`config.mk`:
```
export PLATFORM = sky130hd
export DESIGN_NAME = iram_load_ctrl
export DESIGN_NICKNAME = d
export VERILOG_FILES = /design/src/rtl/iram_load_ctrl.sv
export SDC_FILE = /design/constraint.sdc
export NUM_CORES = 1
export LEC_CHECK = 0
export ABC_AREA = 1
export BUFFER_PORTS_ARGS = -buffer_cell sky130_fd_sc_hd__clkbuf_2
export CORE_MARGIN = 5
export CORE_UTILIZATION = 52
export DETAILED_ROUTE_END_ITERATION = 8
export PLACE_DENSITY = 0.79
export SLEW_MARGIN = 20
export SYNTH_ARGS = -nofsm -noshare
export SYNTH_HDL_FRONTEND = slang
export SYNTH_SLANG_ARGS = --single-unit
```
`constraint.sdc`:
```
create_clock -name CLK -period 3.1 [get_ports CLK]
set_input_delay 0.155 -clock CLK [delete_from_list [all_inputs] [get_ports CLK]]
set_output_delay 0.155 -clock CLK [all_outputs]
set_load 0.02 [all_outputs]
```
`src/rtl/iram_load_ctrl.sv`:
```
// Instruction-memory arbiter: passes CPU fetches through in RUN, and loads a
// framed byte stream (count, hi/lo data bytes, XOR checksum) while the CPU is stalled.
module iram_load_ctrl #(
   parameter int DEPTH = 128,
   parameter int AW    = 7
) (
   input  logic          CLK,
   input  logic          RESET_N,
   input  logic [7:0]    CPU_ADDR,
   output logic [15:0]   CPU_Q,
   output logic          CPU_STALL,
   output logic          CPU_RST,
   input  logic          LD_START,
   input  logic          LD_VALID,
   input  logic [7:0]    LD_BYTE,
   output logic          LD_READY,
   output logic          LD_DONE,
   output logic          LD_ERR,
   output logic [7:0]    LD_COUNT,
   output logic [AW-1:0] MEM_RADDR,
   input  logic [15:0]   MEM_RDATA,
   output logic          MEM_WE,
   output logic [AW-1:0] MEM_WADDR,
   output logic [15:0]   MEM_WDATA
);

   // state | meaning
   // RUN   | CPU owns memory, fetches pass through
   // HDR   | waiting for word-count byte
   // HI    | waiting for high data byte
   // LO    | waiting for low data byte
   // WR    | one-cycle memory write of assembled word
   // CHK   | waiting for checksum byte
   // ERR   | frame rejected, CPU held until next LD_START
   typedef enum logic [2:0] {
      S_RUN, S_HDR, S_HI, S_LO, S_WR, S_CHK, S_ERR
   } state_t;

   localparam logic [8:0] DEPTH_L = 9'(DEPTH);

   state_t        state, state_nxt;
   logic [7:0]    n_q, hi_q, csum_q, idx_q, count_q;
   logic [AW-1:0] waddr_q;
   logic [15:0]   wdata_q;
   logic          done_q, err_q;
   logic          xfer, hdr_bad, last_word, csum_ok;
   logic          unused_addr_lsb;

   assign xfer      = LD_VALID & LD_READY;
   assign hdr_bad   = (LD_BYTE == 8'd0) || ({1'b0, LD_BYTE} > DEPTH_L);
   assign last_word = (idx_q == n_q - 8'd1);
   assign csum_ok   = (LD_BYTE == csum_q);

   always_comb begin
      state_nxt = state;
      unique case (state)
         S_RUN:   if (LD_START) state_nxt = S_HDR;
         S_HDR:   if (xfer) state_nxt = hdr_bad ? S_ERR : S_HI;
         S_HI:    if (xfer) state_nxt = S_LO;
         S_LO:    if (xfer) state_nxt = S_WR;
         S_WR:    state_nxt = last_word ? S_CHK : S_HI;
         S_CHK:   if (xfer) state_nxt = csum_ok ? S_RUN : S_ERR;
         S_ERR:   if (LD_START) state_nxt = S_HDR;
         default: state_nxt = S_RUN;
      endcase
   end

   always_ff @(posedge CLK or negedge RESET_N) begin
      if (!RESET_N) begin
         state   <= S_RUN;
         n_q     <= '0;
         hi_q    <= '0;
         csum_q  <= '0;
         idx_q   <= '0;
         count_q <= '0;
         waddr_q <= '0;
         wdata_q <= '0;
         done_q  <= 1'b0;
         err_q   <= 1'b0;
      end else begin
         state  <= state_nxt;
         done_q <= (state == S_CHK) && xfer && csum_ok;
         if (state_nxt == S_ERR && state != S_ERR)
            err_q <= 1'b1;
         unique case (state)
            S_RUN, S_ERR: begin
               if (LD_START) begin
                  err_q   <= 1'b0;
                  count_q <= '0;
                  idx_q   <= '0;
                  csum_q  <= '0;
               end
            end
            S_HDR: if (xfer) n_q <= LD_BYTE;
            S_HI: begin
               if (xfer) begin
                  hi_q   <= LD_BYTE;
                  csum_q <= csum_q ^ LD_BYTE;
               end
            end
            S_LO: begin
               if (xfer) begin
                  csum_q  <= csum_q ^ LD_BYTE;
                  wdata_q <= {hi_q, LD_BYTE};
                  waddr_q <= idx_q[AW-1:0];
               end
            end
            S_WR: begin
               idx_q   <= idx_q + 8'd1;
               count_q <= count_q + 8'd1;
            end
            default: ;
         endcase
      end
   end

   // Ready is a pure decode of the registered state, so it never depends on LD_VALID.
   assign LD_READY  = (state == S_HDR) || (state == S_HI) ||
                      (state == S_LO)  || (state == S_CHK);
   assign CPU_STALL = (state != S_RUN);
   assign CPU_Q     = (state == S_RUN) ? MEM_RDATA : 16'h0000;
   assign CPU_RST   = done_q;
   assign LD_DONE   = done_q;
   assign LD_ERR    = err_q;
   assign LD_COUNT  = count_q;
   assign MEM_RADDR = CPU_ADDR[AW:1];
   assign MEM_WE    = (state == S_WR);
   assign MEM_WADDR = waddr_q;
   assign MEM_WDATA = wdata_q;

   assign unused_addr_lsb = CPU_ADDR[0];

endmodule

```
==> results.tsv <==
stage	metric	value	unit
sta	setup_viol	0	
clock_network	clkSlewWorstSetupHoldPaths	70	ps
synthesis	yosysTopAreaCellShare	0.486	
pwr	total_power	3.93	mW
route	vias	3103	
outcome	violations	negative hold slack	
floorplan	die_w	92.0	um
clock_network	tritoncts	yes	
finish	drive_gt1_frac	0.226	
placed_design	post-place-ws	1300	ps
global_routing	grt_pass1_vias	3026	
synthesis	yosysWarnings	0	
floorplan	num_io_pins	96	
route	firstDrtPassIters	4	
clock_network	cts_root_buf	clkbuf_8	
setup_path	crit_required	3370	ps
synthesis	synth_area_per_cell	7.67	um2
run	cap_violations	0	
clock_network	clk-insertion-delay-late	340	ps
clock_network	cts_resized	0	
synthesis	synth-edff-count	0	
sta	fin_skew	9.02	ps
sta	setup_tns	0	ps
synthesis	yosysSeqAreaShare	0.486	
global_routing	track_usage	0.193	
clock_network	cts-root-to-sink-buffers	2	
pwr	ir_drop	522	uV
global_routing	antenna_found_initial	0	
pwr	pwr_density_cell	957	nW/um2
floorplan	die-area	8470	um2
synthesis	netlist_area	3500	um2
route	drt_wl_total	7.76	mm
finish	diodes	0	
synthesis	synth-async-reset-ratio	1.00	
placed_design	port_buffers	80	
route	viasPerCell	5.06	
sta	setup_ws	1200	ps
min_path	hold_class	in -> async	
route	wl_per_cell	12.7	um
floorplan	die_y	92.0	um
finish	layout.nets	570	
finish	syn_to_final_growth	17.4	%
global_routing	grt_overflow	0	
outcome	status	finished, violations left	
clock_network	hold_buffers	0	
sta	fmax	526	MHz
synthesis	ys_ff_latch	68	
floorplan	rows	29	
clock_network	cts_buffers	9	
sta	slew_headroom	0.430	
synthesis	yosysTopAreaCell	dfrtp_1	
synthesis	synth_ff_type	dfrtp_1	
synthesis	syn_inst	456	
route	drt-initial-drc-count	138	
pwr	p_leak	2.31	nW
sta	holdWs	-3.84	ps
clock_network	htreeDepth	3	
sta	rsz0062_at_grt	no	
setup_path	worst_setup_path_end_kind	flop	
setup_path	worstPathArrival	2170	ps
placed_design	gp_congestion	0.822	
clock_network	postCtsSetupRepairBufs	0	
sta	hold_violations	2	
sta	fin_crit	1900	ps
floorplan	core	6460	um2
synthesis	synthTopCellsByArea	dfrtp_1 49%, nand2_1 16%, inv_1 6.4%	
global_routing	grt_max_degree	69	
synthesis	netlist-cell-type-count	35	
setup_path	path_class	reg -> reg	
sta	drv_slew	0	
sta	tightest_slew	855	ps
clock_network	cts_sinks	68	
sta	period_share	0.613	
placed_design	hpwlAfterDp	5.67	mm
setup_path	start_kind	flop	
floorplan	start_util	0.542	
route	drcViolationCount	0	
route	ant_nets	0	
global_routing	grt_pass1_wl	13.4	mm
setup_path	crit_path_max_fanout	4	
synthesis	syn_nets	495	
cell usage after synthesis, types with 2 or more instances:
cell / number
o21ai_0: 35
inv_1: 60
nor4_1: 3
ha_1: 3
dfrtp_1: 68
buf_4: 9
buf_6: 3
a21oi_1: 12
inv_2: 5
nand2_2: 10
nor2_2: 4
o32ai_1: 3
nor2_4: 2
nor2_1: 43
xor2_1: 2
buf_2: 2
nand3_1: 20
nand2_1: 145
xnor2_1: 2
o22ai_1: 9
o21ai_1: 2
layout make-up:
| class | count | area, um2 |
|---|---|---|
| fillers | 576 | 2350 |
| flip-flops and latches | 68 | 1700 |
| multi-input cells | 304 | 1420 |
| repair buffers | 81 | 408 |
| inverters | 67 | 254 |
| clock buffers | 13 | 159 |
| well taps | 77 | 96.3 |
| clock inverters | 3 | 68.8 |
cells by family (layout without fill, tap and decap cells):
family                     after synthesis  count (layout)  synth area share
AOI/OAI and AO/OA                       64              64             0.100
xor gates and xnor gates                 4               4            0.0100
adders and majority gates                3               3            0.0107
buffers and inverters                   84             164             0.108
DFF                                     68              68             0.486
and+or+nand+nor                        233             233             0.285
placed cells by master (no fill, tap or decap), drive strengths merged, types with 3 or more instances in the layout:
cell / count
nor2: 49
a21oi: 13
nor4: 3
o21ai: 37
o32ai: 3
nand2: 155
ha: 3
clkbuf: 92
o22ai: 9
nand3: 22
inv: 66
dfrtp: 68
where the power goes:
part | switching, mW | internal [mW]
registers | 0.237 | 1.20
clock network | 0.326 | 0.499
logic | 1.12 | 0.541
total | 1.68 | 2.24
stage by stage:
stage          std cells  utilization  hold slack, ps  area, um2
4_1_cts              613        0.636            27.6       4110
2_1_floorplan        456            -            -141       3500
3_5_place_dp         597        0.601             310       3880
6_report             613        0.636           -3.84       4110
5_1_grt              613        0.636            62.9       4110
3_3_place_gp         597        0.601             310       3880
critical path, cell delays in order, from the launching register on:
cell and delay, ps:
dfrtp_1 410, inv_1 100, ha_1 310, inv_1 60
nand2_1 40, nand2_1 50, nand2_1 50, nor2_1 90
nand3_1 90, nor2_1 160, nand3_1 130, nand2_1 120
nand3_1 100, a21oi_2 120
metal layers:
metal  vias to the layer above  GRT usage  wire, um  share of wire
met1                      1422      0.254      3500           0.45
met3                        12     0.0614       517          0.067
met5                         -          0         0              0
li1                       1567          -         -              -
met2                       102      0.319      3680           0.47
met4                         0     0.0359        71         0.0091
sequential cells by signal (all words and copies together), names as in the netlist:
register and flops:
MEM_WDATA 16, LD_ERR 1, csum_q 8, MEM_WADDR 7, LD_COUNT 8, state 3, CPU_RST 1, idx_q 8
n_q 8, hi_q 8
path summary, 6_finish.rpt:
kind / end / slack, ps / cells past startpoint / startpoint
setup reg to reg: LD_ERR / 1200 / 13 / n_q[0]
hold reg to reg: LD_COUNT[7] / 470 / 1 / LD_COUNT[7]
max in group asynchronous: MEM_WDATA[12] / 2530 / 2 / RESET_N
hold / removal: MEM_WDATA[1] / -4 / 2 / RESET_N
min in group CLK: CPU_RST / 60 / 3 / LD_VALID
setup / recovery: LD_ERR / 1200 / 13 / n_q[0]
No activity file was read; power rests on OpenSTA's default activity.
